==> config.mk <==
export PLATFORM = sky130hd
export DESIGN_NAME = seq_alu
export DESIGN_NICKNAME = d
export VERILOG_FILES = /design/src/rtl/seq_alu_pkg.sv /design/src/rtl/seq_alu_alu_comb.sv /design/src/rtl/seq_alu.sv
export SDC_FILE = /design/constraint.sdc
export NUM_CORES = 1
export LEC_CHECK = 0
export CAP_MARGIN = 0
export CELL_PAD_IN_SITES_DETAIL_PLACEMENT = 1
export CELL_PAD_IN_SITES_GLOBAL_PLACEMENT = 1
export CORE_MARGIN = 3
export CORE_UTILIZATION = 40
export CTS_CLUSTER_SIZE = 20
export DETAILED_ROUTE_END_ITERATION = 8
export PLACE_DENSITY_LB_ADDON = 0.05
export SLEW_MARGIN = 20
export SYNTH_ARGS = -nofsm -noshare
export SYNTH_HDL_FRONTEND = slang
export SYNTH_SLANG_ARGS = --single-unit
==> constraint.sdc <==
create_clock -name clk -period 4.53 [get_ports clk]
set_input_delay 1.1325 -clock clk [delete_from_list [all_inputs] [get_ports clk]]
set_output_delay 1.1325 -clock clk [all_outputs]
set_load 0.05 [all_outputs]
==> src/rtl/seq_alu_pkg.sv <==
// Shared constants and types for the sequential ALU.
// Holds the opcode encodings, the FSM state type and the default datapath width.
// Optional feature macro: SEQ_ALU_DIV_EN adds the DIV state (divider build).
package seq_alu_pkg;

    localparam int unsigned DEFAULT_WIDTH = 32;

    localparam logic [3:0] OP_AND  = 4'b0000;
    localparam logic [3:0] OP_OR   = 4'b0001;
    localparam logic [3:0] OP_ADD  = 4'b0010;
    localparam logic [3:0] OP_SUB  = 4'b0110;
    localparam logic [3:0] OP_SLT  = 4'b0111;
    localparam logic [3:0] OP_MUL  = 4'b1000;
    localparam logic [3:0] OP_DIVU = 4'b1001;

`ifdef SEQ_ALU_DIV_EN
    typedef enum logic [1:0] {
        ST_IDLE = 2'd0,
        ST_MUL  = 2'd1,
        ST_DIV  = 2'd2,
        ST_DONE = 2'd3
    } state_e;
`else
    typedef enum logic [1:0] {
        ST_IDLE = 2'd0,
        ST_MUL  = 2'd1,
        ST_DONE = 2'd3
    } state_e;
`endif

endpackage

==> src/rtl/seq_alu_alu_comb.sv <==
// Combinational single-cycle slice: AND/OR/ADD/SUB/SLT.
// Ports: a_i, b_i operands; op_i opcode; res_c_o result; valid_c_o high when
// op_i is one of the single-cycle opcodes handled here.
module alu_comb
    import seq_alu_pkg::*;
#(
    parameter int unsigned WIDTH = DEFAULT_WIDTH
) (
    input  logic [WIDTH-1:0] a_i,
    input  logic [WIDTH-1:0] b_i,
    input  logic [3:0]       op_i,
    output logic [WIDTH-1:0] res_c_o,
    output logic             valid_c_o
);

    always_comb begin
        res_c_o   = '0;
        valid_c_o = 1'b1;
        case (op_i)
            OP_AND:  res_c_o = a_i & b_i;
            OP_OR:   res_c_o = a_i | b_i;
            OP_ADD:  res_c_o = a_i + b_i;
            OP_SUB:  res_c_o = a_i - b_i;
            OP_SLT:  res_c_o = {{(WIDTH-1){1'b0}}, ($signed(a_i) < $signed(b_i))};
            default: valid_c_o = 1'b0;
        endcase
    end

endmodule

==> src/rtl/seq_alu.sv <==
// Sequential ALU: single-cycle logic/arith ops, iterative signed multiply and
// (optionally) iterative unsigned restoring division.
// Ports: clk, rst_n (async, active-low); start/srcA/srcB/AluCon request;
// busy, done, ALUres, ALUhi, Zero, err registered results/status.
// Optional feature macro: SEQ_ALU_DIV_EN compiles in the divider and DIV state;
// without it DIVU is reported as an undefined opcode.
module seq_alu
    import seq_alu_pkg::*;
#(
    parameter int unsigned WIDTH = DEFAULT_WIDTH
) (
    input  logic             clk,
    input  logic             rst_n,
    input  logic             start,
    input  logic [WIDTH-1:0] srcA,
    input  logic [WIDTH-1:0] srcB,
    input  logic [3:0]       AluCon,
    output logic             busy,
    output logic             done,
    output logic [WIDTH-1:0] ALUres,
    output logic [WIDTH-1:0] ALUhi,
    output logic             Zero,
    output logic             err
);

    localparam int unsigned CNT_W = $clog2(WIDTH + 1);
    localparam int unsigned ACC_W = 2 * WIDTH;

    state_e             state_q, state_d;
    logic [CNT_W-1:0]   cnt_q, cnt_d;
    logic [ACC_W-1:0]   acc_q, acc_d;     // {hi, lo}: product or {remainder, quotient}
    logic [WIDTH-1:0]   opa_q, opa_d;     // multiplicand magnitude or divisor
    logic               neg_q, neg_d;
    logic [WIDTH-1:0]   res_q, res_d;
    logic [WIDTH-1:0]   hi_q, hi_d;
    logic               zero_q, zero_d;
    logic               err_q, err_d;
    logic               done_q, done_d;
    logic               busy_q, busy_d;

    logic [WIDTH-1:0]   alu_res;
    logic               alu_valid;
    logic [WIDTH:0]     mul_sum;
    logic [ACC_W-1:0]   mul_acc;
    logic [ACC_W-1:0]   mul_prod;

    alu_comb #(.WIDTH(WIDTH)) u_alu_comb (
        .a_i       (srcA),
        .b_i       (srcB),
        .op_i      (AluCon),
        .res_c_o   (alu_res),
        .valid_c_o (alu_valid)
    );

    // One shift-add step: conditionally add the multiplicand to the high half, shift right.
    always_comb begin
        mul_sum  = {1'b0, acc_q[ACC_W-1:WIDTH]} + (acc_q[0] ? {1'b0, opa_q} : '0);
        mul_acc  = {mul_sum, acc_q[WIDTH-1:1]};
        mul_prod = neg_q ? -mul_acc : mul_acc;
    end

`ifdef SEQ_ALU_DIV_EN
    logic [WIDTH:0]     div_rem_sh;
    logic [WIDTH:0]     div_diff;
    logic               div_qbit;
    logic [ACC_W-1:0]   div_acc;

    // One restoring step: shift in the next dividend bit, subtract if it fits.
    always_comb begin
        div_rem_sh = acc_q[ACC_W-1:WIDTH-1];
        div_diff   = div_rem_sh - {1'b0, opa_q};
        div_qbit   = ~div_diff[WIDTH];
        div_acc    = {(div_qbit ? div_diff[WIDTH-1:0] : div_rem_sh[WIDTH-1:0]),
                      acc_q[WIDTH-2:0], div_qbit};
    end
`endif

    // Next-state and result update.
    always_comb begin
        state_d = state_q;
        cnt_d   = cnt_q;
        acc_d   = acc_q;
        opa_d   = opa_q;
        neg_d   = neg_q;
        res_d   = res_q;
        hi_d    = hi_q;
        zero_d  = zero_q;
        err_d   = err_q;
        done_d  = 1'b0;
        busy_d  = 1'b0;

        case (state_q)
            ST_IDLE: begin
                if (start) begin
                    if (alu_valid) begin
                        state_d = ST_DONE;
                        done_d  = 1'b1;
                        res_d   = alu_res;
                        hi_d    = '0;
                        zero_d  = (alu_res == '0);
                        err_d   = 1'b0;
                    end else if (AluCon == OP_MUL) begin
                        state_d = ST_MUL;
                        busy_d  = 1'b1;
                        cnt_d   = CNT_W'(WIDTH);
                        opa_d   = srcA[WIDTH-1] ? -srcA : srcA;
                        acc_d   = {{WIDTH{1'b0}}, (srcB[WIDTH-1] ? -srcB : srcB)};
                        neg_d   = srcA[WIDTH-1] ^ srcB[WIDTH-1];
`ifdef SEQ_ALU_DIV_EN
                    end else if (AluCon == OP_DIVU && srcB != '0) begin
                        state_d = ST_DIV;
                        busy_d  = 1'b1;
                        cnt_d   = CNT_W'(WIDTH);
                        opa_d   = srcB;
                        acc_d   = {{WIDTH{1'b0}}, srcA};
                    end else if (AluCon == OP_DIVU) begin
                        // Divide by zero: no iteration, fixed result pattern.
                        state_d = ST_DONE;
                        done_d  = 1'b1;
                        res_d   = '1;
                        hi_d    = srcA;
                        zero_d  = 1'b0;
                        err_d   = 1'b1;
`endif
                    end else begin
                        state_d = ST_DONE;
                        done_d  = 1'b1;
                        res_d   = '0;
                        hi_d    = '0;
                        zero_d  = 1'b1;
                        err_d   = 1'b1;
                    end
                end
            end
            ST_MUL: begin
                cnt_d = cnt_q - CNT_W'(1);
                acc_d = mul_acc;
                if (cnt_q == CNT_W'(1)) begin
                    state_d = ST_DONE;
                    done_d  = 1'b1;
                    res_d   = mul_prod[WIDTH-1:0];
                    hi_d    = mul_prod[ACC_W-1:WIDTH];
                    zero_d  = (mul_prod[WIDTH-1:0] == '0);
                    err_d   = 1'b0;
                end else begin
                    busy_d = 1'b1;
                end
            end
`ifdef SEQ_ALU_DIV_EN
            ST_DIV: begin
                cnt_d = cnt_q - CNT_W'(1);
                acc_d = div_acc;
                if (cnt_q == CNT_W'(1)) begin
                    state_d = ST_DONE;
                    done_d  = 1'b1;
                    res_d   = div_acc[WIDTH-1:0];
                    hi_d    = div_acc[ACC_W-1:WIDTH];
                    zero_d  = (div_acc[WIDTH-1:0] == '0);
                    err_d   = 1'b0;
                end else begin
                    busy_d = 1'b1;
                end
            end
`endif
            ST_DONE: state_d = ST_IDLE;
            default: state_d = ST_IDLE;
        endcase
    end

    // State and result registers.
    always_ff @(posedge clk or negedge rst_n) begin
        if (!rst_n) begin
            state_q <= ST_IDLE;
            cnt_q   <= '0;
            acc_q   <= '0;
            opa_q   <= '0;
            neg_q   <= 1'b0;
            res_q   <= '0;
            hi_q    <= '0;
            zero_q  <= 1'b1;
            err_q   <= 1'b0;
            done_q  <= 1'b0;
            busy_q  <= 1'b0;
        end else begin
            state_q <= state_d;
            cnt_q   <= cnt_d;
            acc_q   <= acc_d;
            opa_q   <= opa_d;
            neg_q   <= neg_d;
            res_q   <= res_d;
            hi_q    <= hi_d;
            zero_q  <= zero_d;
            err_q   <= err_d;
            done_q  <= done_d;
            busy_q  <= busy_d;
        end
    end

    assign busy   = busy_q;
    assign done   = done_q;
    assign ALUres = res_q;
    assign ALUhi  = hi_q;
    assign Zero   = zero_q;
    assign err    = err_q;

endmodule

Word-level counts from Yosys, hierarchy flattened. Cells that the tools add are included. W data, S select, Z words.

Input bits: 71. Output and inout bits: 68. Word-level logic and storage cells: 92. Flip-flop bits (word level): 173.

Add/subtract/negate cells: 7. Reductions and logical operators: 10. Multiplexer cells: 47. $lt $le $gt $ge: 1. Bitwise logic cells: 4. Eq/ne operators: 12.

Operators with widths (number): $mux W32 (10); $mux W64 (4); $pmux W32 S5 (1); $pmux W32 S2 (2); $pmux W64 S2 (1); $logic_not A32 Y1 (2); $neg A32 Y32 (2); $neg A64 Y64 (1); $add A32 B32 Y33 (1); $add A32 B32 Y32 (1); $and A32 B32 Y32 (1); $lt A32 B32 Y1 (1); $or A32 B32 Y32 (1); $sub A32 B32 Y32 (1); $mux W6 (3); $mux W1 (16); $pmux W6 S2 (1); $reduce_and A4 Y1 (3); $eq A4 B3 Y1 const B (2); $mux W2 (4); $ne A2 B2 Y1 const B (4); $pmux W1 S2 (4); $eq A6 B1 Y1 const B (1); $sub A6 B1 Y6 const B (1); other kinds (13) (13).

Logic depth before layout (Yosys ltp). Gate-level depths: netlist (run 1).

Depth in word-level cells: 7. Mapped depth: 17. Mapped depth without buffers: 16.

Cells and area by module. From an unflattened synthesis (run 1), not the netlist that was laid out.

Cells, all modules: 2202. Area, all modules: 17127.7 um^2.

By module, submodules not included: seq_alu (sequential area each 4330.4 um^2, instances 1, cells an instance 1427, area an instance 11996.5 um^2); alu_comb (sequential area each 0.0 um^2, instances 1, cells an instance 775, area an instance 5131.2 um^2).

Least setup slack after synthesis (run 1). No wires, ideal clock.

Path type: input to register. From: input srcA[0]. To: register zero_q (netlist: Zero). Data required time: 4468 ps. Setup time: 62 ps. Slack: 45 ps. Data arrival time: 4424 ps. Buffers on the path: 0. Cell stages on the path: 16. Path through: inv_1 ha_1 inv_1 fa_1 nor2b_1 o311a_1 o31a_1 or2_2 a221oi_1 a22o_1 o21ai_0 xnor2_1 a221oi_1 nand4_1 nor4b_1 a41o_1.

Longest elaborated chain between the ends: 6. Elaborated cells on any way between the ends: 10. Classes of those cells: add/sub (2); order compare (1); mux (4); bitwise (2); reduce/logical (1).

Ends and longest elaborated chain: start, declared (line seq_alu.sv:15) `input logic [WIDTH-1:0] srcA,`; $sub A32 B32 Y32 (tied with other cells) (line seq_alu_alu_comb.sv:23) `OP_SUB: res_c_o = a_i - b_i;`; $pmux W32 S5 (*) (line seq_alu_alu_comb.sv:19) `case (op_i)`; $logic_not A32 Y1 (*) (line seq_alu.sv:100) `zero_d = (alu_res == '0);`; $mux W1 (*) (line seq_alu.sv:95) `if (alu_valid) begin`; $mux W1 (*) (line seq_alu.sv:94) `if (start) begin`; $pmux W1 S2 (*) (line seq_alu.sv:92) `case (state_q)`; end signal, assigned (line seq_alu.sv:192) `zero_q <= zero_d;`; end, declared (line seq_alu.sv:36) `logic zero_q, zero_d;`.

Every way passes the cells marked *; elsewhere a longest branch is shown, timed or not. The select of a mux whose other input is x is not followed. A chain may end at the register's enable or synchronous reset.

Final worst setup path (run 1).
From: input srcA[5]. To: register zero_q (netlist: Zero).

The elaborated chain is that of the path after synthesis.

==> impl_results.md, run 1 <==
- Critical path class: input port to flop
- Critical Path Sink Type: flop
- Peak Freq: 0.222 GHz
- Rel. slew slack: 33.8%
- Final setup fails: 0
- Seq cells post-synth: 173
- GRT Total Usage: approximately 34%
- Clk_lat worst skew: ~0.49 ns
- Vias in the first global route: between 15000 and 20000
- R2r setup slk: 0.08 ns
- Final Hold Violating Endpoints: 0
- Area of the multi-input gates: approximately 12000 um2
- RSZ-0062 raised after global routing: yes
- TritonCTS sink count: 173
- Combinational Power Share: 61.9%
- Final worst path period share: 99.4%
- Die H: 206 um
- Worst vdd ir: 0.324 mV
- Most frequent cells in the layout: buf_4 (486), nand2_1 (246), o21ai_0 (208)
- Mux contribution to synthesized area: 1.02%
- Via density per instance: 5.83
- Layout cell share with drive strength beyond 1: between 20% and 30%
- Status: finished clean
- Port bufs: approximately 140
- EDFF count, synth: 0
- Worst hold endpoint: ALUres[16]
- Internal power: approximately 5.4 mW
- Post-synth ARST share: 100%
- H-tree level count: 4
- Post-synth cell types: 79
- Die Footprint: ~42000 um2
- Synthesized-area fraction occupied by xor and xnor cells: 9.53%
- Max Slew Vio Count: 0
- Die Width: ~200 um
- Critical R2R Launch: acc_q[7]
- Synth Area in Adders: 11.0%
- Post-route insts no fill: 3120
- Placement Rows: 72
- Worst hold path depth: 2
- Sw Pwr: 5.30 mW
- Mapped Area: between 15000 and 20000 um2
- Compound-Gate Fraction of Synth Area: a little over a quarter
- Post-DP HPWL: 59900 um
- Reg2Reg Capture Point: ALUhi[26]
- Clk slew on worst S/H paths: 0.07 ns
- Post-synthesis sequential area ratio: ~27%
- Vias: 18200
- Area growth syn-to-layout: 43.4%
- Diodes inserted: 0
- Hold Path Class: flop to flop
- Fillers: 4735
- Largest family of logic cells by synthesized area: compound AO/OA/AOI/OAI gates
- Post-synthesis simple-gate area fraction: a little under a fifth
- Layout net count: 2799
- Iteration-0 DRC count of the detailed router: ~1500
- Remaining Overflow, GRT: 0
- GPL Wtd Cong: between 0.9 and 1
- Top cells by area, synth: dfrtp_1 (27%), ha_1 (11%), xnor2_1 (7.0%)
- Switching part of the total power: about half
- CTS max path bufs: 2
- Max cap viols: 0
- Core Util, Final: between 50% and 60%
- Post-Route WL: between 70000 and 80000 um
- CP arrival: slightly below 5 ns
- Largest net degree at the start of global routing: 96
- Total CTS buffers: 17
- Post-Place Cells: 3071
- Static Leak: about 11 nW
- Synth top area share: 26.9%
- CP required: 4.96 ns
- Most common cell after layout, fill and taps aside: buf_4
- Post-detailed-route wirelength per cell: between 20 and 25 um
- First-pass GRT wire length: roughly 110000 um
- Slew @ Worst Pin: a little under 1 ns
- Element type at the critical path start: input port
- Initial Util: 40.9%
- Flop pwr share: 23.6%
- Final ANT Viol Nets: 0
- TritonCTS clock tree: yes
- Yosys warns: 0
- Post-Synthesis Cells: 2047
- Pwr/cell area: approximately 470 nW/um2
- Clock share of power: 14.4%
- Register-to-Register Path Depth: 11
- Register area: 4330 um2
- Post-route DRC: 0
- Hold path start: ALUres[16]
- Pre-antenna DRT Iters: 5
- Root buf cell: clkbuf_16
- I/O Pins: 139
- Synthesized Nets: ~2300
- Leading area contributor after synthesis: dfrtp_1
- Worst-path fanout max: 3
- Hold-fix buffers at CTS: 0
- Antenna violations before repair: 9
- Post-layout min period: 4.50 ns
- Syn Area/Cell: 7.81 um2
- CORE AREA: 39100 um2
- Worst Clk Skew: 0.0116 ns
- Main synth FF type: dfrtp_1
-- what timing repair did --
action,CTS,global route
setup buffers,8,10
endpoints found under the setup margin,16,32
pin swaps,47,43
resized for setup,104,105
-- cell usage after synthesis (6+ instances only) --
cell / number
nand2_1: 248
o21ai_0: 219
dfrtp_1: 172
a21oi_1: 136
ha_1: 136
xnor2_1: 127
nor2_1: 117
inv_1: 115
clkbuf_1: 95
nand3_1: 68
o31ai_1: 51
xor2_1: 47
and2_1: 37
o21ai_1: 37
a22oi_1: 32
a21o_1: 28
nor3_1: 28
a211oi_1: 26
nand4_1: 22
nor4_1: 20
or3_1: 18
a31oi_1: 16
o21bai_1: 15
mux2i_1: 14
or4_1: 14
buf_1: 13
nand2b_1: 13
a2111oi_0: 12
a221oi_1: 11
o211ai_1: 11
o21a_1: 11
nor2b_1: 10
o41ai_1: 10
o22ai_1: 9
a211o_1: 6
o2111ai_1: 6
-- per-layer routing --
layer / track usage (%) / vias to the layer above / wire length [um]
li1: - / 8451 / -
met1: 48.0 / 9041 / 33900
met2: 52.9 / 580 / 33000
met3: 8.49 / 122 / 5570
met4: 9.87 / 8 / 2080
met5: 0 / - / 57
-- cell type report --
class                      count  share of cell area, %
sequential                   173                   18.9
clock buffer                  20                   1.99
multi-input combinational   1647                   51.2
tap                          518                   2.83
clock inverter                12                  0.693
inverter                     119                   1.95
timing repair buffer         631                   22.4
-- metrics by stage --
| stage | area (um2) | hold WS, ns | TNS, ns | power, mW | setup WS, ns |
|---|---|---|---|---|---|
| 2_1_floorplan | 16000 | 0.436 | 0 | 6.17 | 0.0445 |
| 3_3_place_gp | 21200 | 0.449 | -12.99 | 8.57 | -0.996 |
| 3_5_place_dp | 21200 | 0.456 | -15.60 | 8.80 | -0.986 |
| 4_1_cts | 22400 | 0.472 | 0 | 10.5 | 0.000584 |
| 5_1_grt | 22900 | 0.493 | -0.300 | 11.4 | -0.152 |
| 6_report | 22900 | 0.468 | 0 | 10.7 | 0.0270 |
-- critical path, cell delays in order --
cell             delay [ns]
clkdlybuf4s50_1        0.51
inv_2                  0.07
ha_4                   0.28
nand2_2                0.07
nor3_2                 0.20
o21ai_1                0.10
buf_4                  0.16
a2111oi_4              0.31
buf_4                  0.17
buf_4                  0.13
nor3_1                 0.06
a2111oi_1              0.40
buf_4                  0.19
a21oi_1                0.05
xnor2_1                0.14
a21oi_1                0.14
buf_4                  0.18
nand4_1                0.12
nor4b_2                0.30
a41o_1                 0.18
-- how the worst max path moves through the flow --
stage	from	to	slack, ns
finish	srcA[5]	Zero	0.03
global route	srcA[5]	Zero	-0.15
CTS	acc_q[0]	ALUhi[26]	0.0006
detailed placement	srcA[0]	Zero	-0.99
global placement	srcB[3]	Zero	-1.0
floorplan	srcA[0]	Zero	0.04
-- cells by family (layout without fill, tap and decap cells) --
logic type / Yosys count / in the layout
AO/OA/AOI/OAI: 690 / 690
AND/OR/NAND/NOR: 628 / 628
buffers and inverters: 227 / 782
XOR/XNOR: 174 / 174
flip-flops: 173 / 173
adder cells (fa/ha/maj): 139 / 139
multiplexers: 16 / 16
-- flip-flops by register name, summed over array words and instances, names as in the netlist --
register,flops
opa_q,32
err,1
busy,1
acc_q,64
done,1
ALUhi,32
cnt_q,6
Zero,1
neg_q,1
state_q,2
ALUres,32
-- power by group through the flow --
stage | combinational (mW) | clock [mW] | sequential [mW]
2_1_floorplan | 2.96 | 0 | 3.21
3_3_place_gp | 6.07 | 0 | 2.51
3_5_place_dp | 6.25 | 0 | 2.54
4_1_cts | 6.43 | 1.58 | 2.52
5_1_grt | 7.14 | 1.65 | 2.60
6_report | 6.65 | 1.55 | 2.54
Note: power is estimated with default switching activity, not from simulation.
==> inputs of run 2 (changes only) <==
GPL_TIMING_DRIVEN = 0   (was default)
SLEW_MARGIN = default   (was 20)
==> run 2 against run 1 <==
  * The flow now finishes with violations (negative setup slack)
  * Clock skew is 0.0030 ns higher
  * Die area stayed put
  * Register-to-register slack got worse by 0.18 ns
  * Sequential share of layout area up 2.2 points
  * Core utilization decreased by 6.0 points
  * Combinational power fell by 2%
  * Sequential power fell by 2%
  * Power fell by 2.0%
  * Cell area is 10% lower
  * Final cell count is 11% lower
  * Global-route usage shrank 0.74 points
  * First-iteration DRC count decreased by 4.7%
  * Critical endpoint is now ALUhi[29]
==> impl_results.md, run 2 (synthesis results as in run 1) <==
- Die H: roughly 200 um
- Clk_lat worst skew: roughly 0.47 ns
- Clk slew on worst S/H paths: 0.08 ns
- Register-to-Register Path Depth: 12
- Worst-path fanout max: 6
- Rel. slew slack: 34.2%
- Critical path class: flop to flop
- Static Leak: 8.89 nW
- Die Width: 206 um
- Remaining Overflow, GRT: 0
- TritonCTS sink count: 173
- Final Hold Violating Endpoints: 0
- I/O Pins: ~140
- Initial Util: 40.9%
- Worst hold path depth: 1
- Bufs and invs on worst path: 0
- Pwr/cell area: around 500 nW/um2
- Clock share of power: 14.5%
- Post-layout min period: 4.63 ns
- CP required: 4.87 ns
- Worst hold endpoint: ALUres[29]
- Die Footprint: 42400 um2
- Flop pwr share: 23.6%
- Crit-path leading delay family: simple AND/OR/NAND/NOR gates
- Most common cell after layout, fill and taps aside: nand2_1
- Post-detailed-route wirelength per cell: 26.4 um
- GRT Total Usage: between 30% and 40%
- CTS max path bufs: 2
- Worst vdd ir: 0.307 mV
- H-tree level count: 4
- GPL Wtd Cong: 0.954
- Total CTS buffers: 17
- Layout net count: 2469
- Switching part of the total power: 51.6%
- CORE AREA: 39100 um2
- RSZ-0062 raised after global routing: yes
- Most frequent cells in the layout: nand2_1 (242), o21ai_0 (207), dfrtp_1 (169)
- Reg2Reg Capture Point: ALUhi[29]
- Critical Path Sink Type: flop
- Worst path cell trace: or4_4 -> or4_4 -> or3_4 -> nor4_4 -> nand3_2 -> or4_4 -> or4_4 -> o21ai_4 -> nand3_2 -> o41ai_4 -> xnor2_1 -> o21ai_1
- Area growth syn-to-layout: 28.7%
- Port bufs: 136
- Worst Clk Skew: 0.0146 ns
- Final worst path period share: 102%
- Vias: between 15000 and 20000
- Iteration-0 DRC count of the detailed router: 1443
- Combinational Power Share: a little over 60%
- Post-DP HPWL: ~57000 um
- Placement Rows: 72
- Worst slack at placement: -2.34 ns
- Final setup fails: 2
- Status: finished with violations
- TNS Setup: -0.170 ns
- Cell mode on critical path: or4_4
- First-pass GRT wire length: about 110000 um
- Slowest stage delay, CP: 0.56 ns
- Largest net degree at the start of global routing: 97
- Max Slew Vio Count: 0
- Failing checks: negative setup slack
- Worst setup startpoint: acc_q[7]
- Internal power: 5.10 mW
- R2r setup slk: -0.10 ns
- Pre-antenna DRT Iters: 5
- Final ANT Viol Nets: 0
- Largest register FFs: 64
- Slowest CP cell: or4_4
- Critical R2R Launch: acc_q[7]
- Max cap viols: 0
- CP arrival: around 5 ns
- Layout cell share with drive strength beyond 1: 16.6%
- Final Total Pwr: approximately 11 mW
- TritonCTS clock tree: yes
- Reg with most FFs: acc_q
- Post-Route WL: 73600 um
- Sw Pwr: between 5 and 6 mW
- Antenna violations before repair: 4
- Via density per instance: 6.19
- Hold Path Class: flop to flop
- Root buf cell: clkbuf_16
- Vias in the first global route: 17200
- Element type at the critical path start: flop
- Slew @ Worst Pin: 0.987 ns
- Peak Freq: between 0.2 and 0.25 GHz
- Post-route DRC: 0
- Final worst setup slack: -0.101 ns
- Hold path start: ALUres[29]
==> run 2: cell count changes in the layout (fill, tap and decap cells not counted), moves of 6 or more <==
cell,delta
xnor2_1,-14
ha_1,-7
inv_1,-9
buf_4,-414
ha_2,+7
clkbuf_1,+69
xnor2_2,+14
inv_2,+7
a21oi_4,+6
clkdlybuf4s15_1,+8
buf_1,+13
xor2_1,-7
clkbuf_2,+14
clkdlybuf4s50_1,-27
==> run 2: worst max-delay path by stage <==
stage,end,slack [ns],depth (start not counted)
after CTS,Zero,-0.01,17
final,ALUhi[29],-0.10,12
after floorplan,Zero,0.04,16
after global routing,ALUhi[29],-0.21,12
after global placement,acc_q[45],-4.99,1
after detailed placement,Zero,-2.34,15
==> run 2: area by class of cell <==
type	instances	area, um2
buffer	95	402
multi-input combinational	1647	12300
clock inverter	15	168
clock buffer	17	425
sequential	173	4330
inverter	119	463
timing repair buffer	206	1880
fill	4699	18500
tap	518	648
antenna	1	2.50
==> run 2: power groups by stage <==
stage,Sequential (mW),Clock (mW),Combinational (mW)
after floorplan,3.21,0,2.96
after global placement,2.47,0,5.56
after detailed placement,2.50,0,5.69
after CTS,2.47,1.55,6.02
after global routing,2.55,1.61,6.96
final,2.48,1.53,6.52
==> run 2: worst register-to-register path: stages, from the launching register on <==
cell and delay [ns]:
dfrtp_1 0.39, or4_4 0.55, or4_4 0.46, or3_4 0.39, nor4_4 0.36, nand3_2 0.20, or4_4 0.56, or4_4 0.56
o21ai_4 0.19, nand3_2 0.17, o41ai_4 0.42, xnor2_1 0.18, o21ai_1 0.08
==> run 2: layer usage <==
metal  vias to the layer above  GRT usage, %  wire (um)
met5                         -             0         11
met4                         2          9.65       1990
met1                      8708          47.8      33200
met2                       653          51.4      32600
met3                       110          7.40       5770
li1                       7796             -          -
==> run 2: timing repair <==
| item | in CTS | in global routing |
|---|---|---|
| pin swaps | 39 | 71 |
| buffers inserted | 25 | 43 |
| hold buffers | 0 | 0 |
| endpoints found under the setup margin | 50 | 34 |
| resized for setup | 247 | 191 |
==> run 2: per-stage QoR <==
stage	std cells	hold WS, ns	instance area [um2]	utilization, %
6_report	2791	0.478	20600	52.6
3_5_place_dp	2703	0.466	18000	46.1
5_1_grt	2791	0.503	20600	52.6
2_1_floorplan	2047	0.436	16000	-
3_3_place_gp	2701	0.453	18000	46.0
4_1_cts	2750	0.483	19700	50.3
